--- config.mk ---
export PLATFORM = sky130hd
export DESIGN_NAME = pr_free_list
export DESIGN_NICKNAME = d
export VERILOG_FILES = /design/src/rtl/pr_free_list.sv
export SDC_FILE = /design/constraint.sdc
export NUM_CORES = 1
export LEC_CHECK = 0
export CORE_MARGIN = 10
export CORE_UTILIZATION = 60
export DETAILED_ROUTE_END_ITERATION = 10
export DONT_BUFFER_PORTS = 1
export GPL_TIMING_DRIVEN = 0
export MAX_ROUTING_LAYER = met4
export PLACE_DENSITY = 0.76
export SKIP_LAST_GASP = 1
export SYNTH_ARGS = -nofsm -noshare
export SYNTH_HDL_FRONTEND = slang
export SYNTH_SLANG_ARGS = --single-unit
--- constraint.sdc ---
create_clock -name clk -period 5.67 [get_ports clk]
set_input_delay 0.8505 -clock clk [delete_from_list [all_inputs] [get_ports clk]]
set_output_delay 0.8505 -clock clk [all_outputs]
set_load 0.05 [all_outputs]
--- src/rtl/pr_free_list.sv ---
// pr_free_list: circular free list of physical registers with release quarantine.
// Optional same-cycle bypass of a reclaimed PR when empty: PR_FREE_LIST_BYPASS_EN.
module pr_free_list #(
  parameter int NUM_PHY_REGS  = 64,
  parameter int NUM_SICS      = 2,
  parameter int NUM_ARCH_REGS = 32
) (
  input  logic                                        clk,
  input  logic                                        rst,
  input  logic [NUM_SICS-1:0]                         alloc_req,
  output logic [NUM_SICS-1:0]                         alloc_gnt,
  output logic [NUM_SICS-1:0][$clog2(NUM_PHY_REGS)-1:0] alloc_pr,
  input  logic                                        rel_valid,
  input  logic [$clog2(NUM_PHY_REGS)-1:0]             rel_pr,
  input  logic [NUM_PHY_REGS-1:0]                     pr_not_idle,
  output logic [$clog2(NUM_PHY_REGS):0]               free_count,
  output logic                                        empty
);

  localparam int PW = $clog2(NUM_PHY_REGS);
  localparam int CW = PW + 1;
  localparam int D  = NUM_PHY_REGS - NUM_ARCH_REGS;
  localparam int AW = (D > 1) ? $clog2(D) : 1;

  localparam logic [CW-1:0] DEPTH = CW'(D);
  localparam logic [CW-1:0] ONE   = CW'(1);
  localparam logic [PW-1:0] ARCH  = PW'(NUM_ARCH_REGS);

  logic [PW-1:0]           fifo_q [D];
  logic [AW-1:0]           head_q, head_d;
  logic [AW-1:0]           tail_q, tail_d;
  logic [CW-1:0]           count_q, count_d;
  logic [NUM_PHY_REGS-1:0] pend_q, pend_d;

  logic          cand_vld;
  logic [PW-1:0] cand;
  logic [CW-1:0] k;
  logic [CW-1:0] ngnt;
  logic          push;
`ifdef PR_FREE_LIST_BYPASS_EN
  logic          byp;
`endif

  // Both sums stay below 2*D, so one conditional subtract wraps them.
  function automatic logic [AW-1:0] wrap(input logic [CW-1:0] v);
    if (v >= DEPTH) return AW'(v - DEPTH);
    return AW'(v);
  endfunction

  assign free_count = count_q;
  assign empty      = (count_q == '0);

  // Lowest-index quarantined PR whose register-file usage has drained.
  always_comb begin
    cand_vld = 1'b0;
    cand     = '0;
    for (int i = NUM_PHY_REGS - 1; i >= 0; i--) begin
      if (pend_q[i] && !pr_not_idle[i]) begin
        cand_vld = 1'b1;
        cand     = PW'(i);
      end
    end
  end

  // Priority grant: port s takes the k-th FIFO entry, k = requesters below it.
  always_comb begin
    alloc_gnt = '0;
    alloc_pr  = '0;
    k         = '0;
    ngnt      = '0;
`ifdef PR_FREE_LIST_BYPASS_EN
    byp       = 1'b0;
`endif
    if (!rst) begin
      for (int s = 0; s < NUM_SICS; s++) begin
        if (alloc_req[s]) begin
          if (k < count_q) begin
            alloc_gnt[s] = 1'b1;
            alloc_pr[s]  = fifo_q[wrap(CW'(head_q) + k)];
            ngnt         = ngnt + ONE;
          end
`ifdef PR_FREE_LIST_BYPASS_EN
          else if (count_q == '0 && cand_vld && !byp) begin
            alloc_gnt[s] = 1'b1;
            alloc_pr[s]  = cand;
            byp          = 1'b1;
          end
`endif
          k = k + ONE;
        end
      end
    end
  end

  // A bypassed candidate goes straight to the requester instead of the FIFO.
`ifdef PR_FREE_LIST_BYPASS_EN
  assign push = cand_vld && !byp;
`else
  assign push = cand_vld;
`endif

  // Pointer, occupancy and quarantine next state.
  always_comb begin
    head_d  = wrap(CW'(head_q) + ngnt);
    tail_d  = tail_q;
    count_d = count_q - ngnt;
    pend_d  = pend_q;
    if (push) begin
      tail_d  = wrap(CW'(tail_q) + ONE);
      count_d = count_d + ONE;
    end
    if (cand_vld) begin
      pend_d[cand] = 1'b0;
    end
    if (rel_valid && rel_pr >= ARCH) begin
      pend_d[rel_pr] = 1'b1;
    end
  end

  // State registers; reset refills the FIFO with every non-reserved PR.
  always_ff @(posedge clk) begin
    if (rst) begin
      head_q  <= '0;
      tail_q  <= '0;
      count_q <= DEPTH;
      pend_q  <= '0;
      for (int i = 0; i < D; i++) begin
        fifo_q[i] <= PW'(NUM_ARCH_REGS + i);
      end
    end else begin
      head_q  <= head_d;
      tail_q  <= tail_d;
      count_q <= count_d;
      pend_q  <= pend_d;
      if (push) begin
        fifo_q[tail_q] <= cand;
      end
    end
  end

endmodule
* Word level (Yosys, flattened, before mapping)
Memory sizes are Yosys's and may differ from the RTL's.
Index checks and enable logic that the tools add are counted.
** Word-level totals
- Output and inout port bits :: 22
- RAM bits :: 192
- Register bits :: 81
- Memories kept :: 1
- Word-level logic and storage cells :: 348
- Input port bits :: 75
** Operators by class
- Bitwise gates (word level) :: 3
- Order comparisons :: 11
- Add/subtract/negate cells :: 10
- Reductions and logical operators :: 133
- Muxes and demuxes :: 186
** Memories
- fifo_q :: depth 32, bits a word 6, read ports 2, clocked after memory_dff 0, write ports 32, RTL line 29 : logic [PW-1:0] fifo_q [D];
** Operator list (number)
- 6-bit two-way mux :: 69
- 64-bit two-way mux :: 2
- 1-bit two-way mux :: 90
- 5-bit two-way mux :: 15
- 1-bit logical AND :: 67
- 64-bit bitwise AND :: 1
- 1-bit zero test :: 64
- 64-bit inverter :: 1
- 64-bit OR :: 1
- 7-bit two-way mux :: 6
- 5-bit by 1-bit subtractor with 5-bit output (second input constant) :: 4
- 5-bit by 7-bit adder with 7-bit output :: 2
- 7-bit by 1-bit adder with 7-bit output (second input constant) :: 2
- 7-bit by 6-bit greater-or-equal comparator with 1-bit output (second input constant) :: 2
- 6-bit by 7-bit less-than comparator with 1-bit output (second input constant) :: 2
- 1-bit demux with 6-bit select :: 2
- 6-bit by 1-bit greater-or-equal comparator with 1-bit output (second input constant) :: 2
- 6-bit greater-or-equal comparator (second input constant) :: 2
- 12-bit two-way mux :: 1
- 7-bit zero test :: 1
- 1-bit by 7-bit less-than comparator with 1-bit output (first input constant) :: 1
- 7-bit less-than comparator :: 1
- 7-bit subtractor :: 1
- 5-bit by 1-bit adder with 6-bit output (second input constant) :: 1
- 3 further kinds :: 3

* Depth between registers and ports, before layout
- Word-level depth :: 75
- Gate-level depth with buffers :: 15
- Mapped depth without buffers :: 15

* Least setup slack after synthesis
No wires, ideal clock.
- Kind :: input port to output port
- Start point :: in alloc_req[0]
- End point :: out alloc_pr[10] in the netlist's numbering
- Setup slack :: 1502 ps
- Arrival :: 3317 ps
- Cell stages on the path :: 7
- Path buffers :: 2
- Data required time :: 4819 ps
- Cells stage by stage :: ha_1 -> buf_1 -> buf_2 -> mux4_2 -> mux4_2 -> mux2i_1 -> nor2_1
** RTL lines
- from (decl) :: RTL line 10 : input logic [NUM_SICS-1:0] alloc_req,
- to (decl) :: RTL line 12 : output logic [NUM_SICS-1:0][$clog2(NUM_PHY_REGS)-1:0] alloc_pr,

==> metrics.txt <==
Internal 3.71 mW; CP startpoint kind register; Layout fillers 1840; Tmin final 5130 ps; Post-CTS Setup Repair Bufs 0; synthesized area per cell 11.5 sq um; total wire length 47.4 mm; GRT Total Usage 29.0%; CTS resizes 0; row cnt 58; post-synthesis cell count 1344; htree depth 1; Placed Cells incl. Taps 1674; hold buffer count at cts 0; Tot Pwr 5.22 mW; post-placement setup slack around 750 ps; vias in the first global route 11772; pwr/cell area slightly above 300 mW/mm^2; switching power 1.51 mW; largest net degree at the start of global routing 15; Reg clk slew, reported paths 60 ps; area of the core 0.0252 sq mm; EDFF count, synth 192; Max Fclk 0.195 GHz; Slew headroom 6.47%; Cell Area, Synth 0.0154 sq mm; root buffer cell clkbuf_16; first-pass GRT wire length ~71 mm; FFs w/ async S/R, synth 0%; status completed; post-route ant nets 0; Pleak slightly above 5 nW; setup ws final ~540 ps; Hold Vio Cnt, Final 0; clock sink count roughly 270; initial core utilization 61.1%; sw frac 28.9%; TNS Setup 0 ps; GPL Wtd Cong about 1.1; Vias per Instance just under 7; clock skew around 21 ps; final core occ 66.6%; Comb power frac 19.8%; post-DP HPWL 35.5 mm; #FFs+latches synth between 200 and 300; critical path launch point head_q[0]; final setup vio count 0; Post-Syn Nets between 1000 and 1500; antenna violations before repair 3; Synth-to-Final Area Change 8.93%; Clk pwr share 36.7%; Setup Crit Path Kind reg2out; Peak VDD IR 0.253 mV; fin area 0.0168 sq mm; insertion delay to the later sink of the worst-skew pair roughly 570 ps; synth top area cells edfxtp_1 37%, mux4_2 18%, dfxtp_1 11%, nand2_1 5.1%, nor2_1 4.0%; Hold Slack ~420 ps; fin crit share 90.4%; Top FF cell, synth edfxtp_1; Die Ht 180 microns; final net count 1464; Iteration-0 DRC Markers roughly 1500; CP arrival 4270 ps; DIE AREA 0.0325 sq mm; layout cell share with drive strength beyond 1 between 10% and 20%; worst-margin pin slew roughly 1400 ps; Netlist cell types 86; Hold Path Class reg2reg; PortBufs 0; part of the power in registers 43.5%; most common cell after layout, fill and taps aside nand2_1; most frequent cells in the layout 211 x nand2_1, 192 x edfxtp_1, 163 x nor2_1; synth warn 0; cell taking the most area after synthesis edfxtp_1; Hold Path Origin pend_q[13]; Die W 180 microns; placed inst area 0.0158 sq mm; post-synthesis sequential area ratio 48.0%; maximum fanout along the worst path 10; Yosys top cell area share 37.5%; Max Cap Viol 0; routed via count 11912; GRT overflow 0; max-slew violations 0; RSZ-0062 raised after global routing false; TritonCTS clock tree done; I/O Pins between 90 and 100; Crit. End Element output pin; TritonCTS Buffers 29; r2r startpoint free_count[5]; Final Instance Count excl. Fillers 1731; Clock Tree Buf Depth 3; Req. time, crit path between 4000 and 5000 ps; DR pass1 iterations 5; wire per inst 27.4 microns; Remaining DRCs 0
final timing paths:
check	end	slack [ps]	cells after the start
worst max-delay path	alloc_pr[11]	540	8
worst min-delay path	pend_q[13]	420	2
worst max register to register	free_count[5]	1280	14
worst min register to register	pend_q[13]	420	2
cells by family (layout without fill, tap and decap cells):
logic type	Yosys count	in the layout	share of synthesized area [%]
xor gates and xnor gates	16	16	0.911
other	0	3	0
adders and majority gates	14	14	1.24
muxes	135	135	18.5
buffers and inverters	125	179	3.70
AOI/OAI and AO/OA	172	172	8.01
and+or+nand+nor	609	609	19.6
DFF	273	273	48.0
state kept, by name, summed over array words and instances, names as in the netlist:
signal / flops
pend_q: 64
fifo_q: 192
free_count: 7
head_q: 5
tail_q: 5
power groups by stage:
stage / sequential (mW) / combinational, mW / clock, mW
after floorplan: 2.30 / 0.747 / 0
after global placement: 2.31 / 0.988 / 0
after detailed placement: 2.31 / 1.01 / 0
final: 2.27 / 1.04 / 1.91
after CTS: 2.27 / 1.02 / 1.91
after global routing: 2.28 / 1.08 / 1.99
Yosys cell counts, types with 6 or more instances:
library cell and number:
nor3_1 18, a41oi_1 9, dfxtp_1 81, mux2i_1 15, buf_2 15, nor4_1 7
or3_1 6, ha_1 12, buf_1 11, a211oi_1 7, and2_1 9, nand2b_1 37
o21ai_0 25, a31oi_1 8, nor2b_1 42, clkbuf_1 55, inv_1 34, nand3_1 23
xor2_1 9, a21oi_1 45, xnor2_1 7, nand2_1 211, edfxtp_1 192, nand4_1 13
or2b_2 10, a311oi_1 32, and3_1 12, nor2_1 163, mux4_2 120
critical path, stage by stage (launching register included):
cell      delay [ps]
dfxtp_1          360
ha_1             230
ha_1             320
clkbuf_1         510
clkbuf_1         750
mux4_2           400
mux4_2           290
mux2i_1          110
nor2_1           730
final cells by class:
cell class	count	area (sq um)	area share, %
clock buffers	40	805	4.80
flip-flops and latches	273	7390	44.1
inverters	34	128	0.761
diodes	3	7.51	0.0448
multi-input cells	946	7440	44.4
plain buffers	91	442	2.63
clock inverters	14	145	0.866
well taps	330	413	2.46
layer usage:
metal / share of wire (%) / track usage [%]
met3: 11 / 6.45
met2: 48 / 46.1
met4: 5.8 / 15.3
met5: 0 / -
met1: 36 / 34.0
Power figures use the tool's default switching activity.
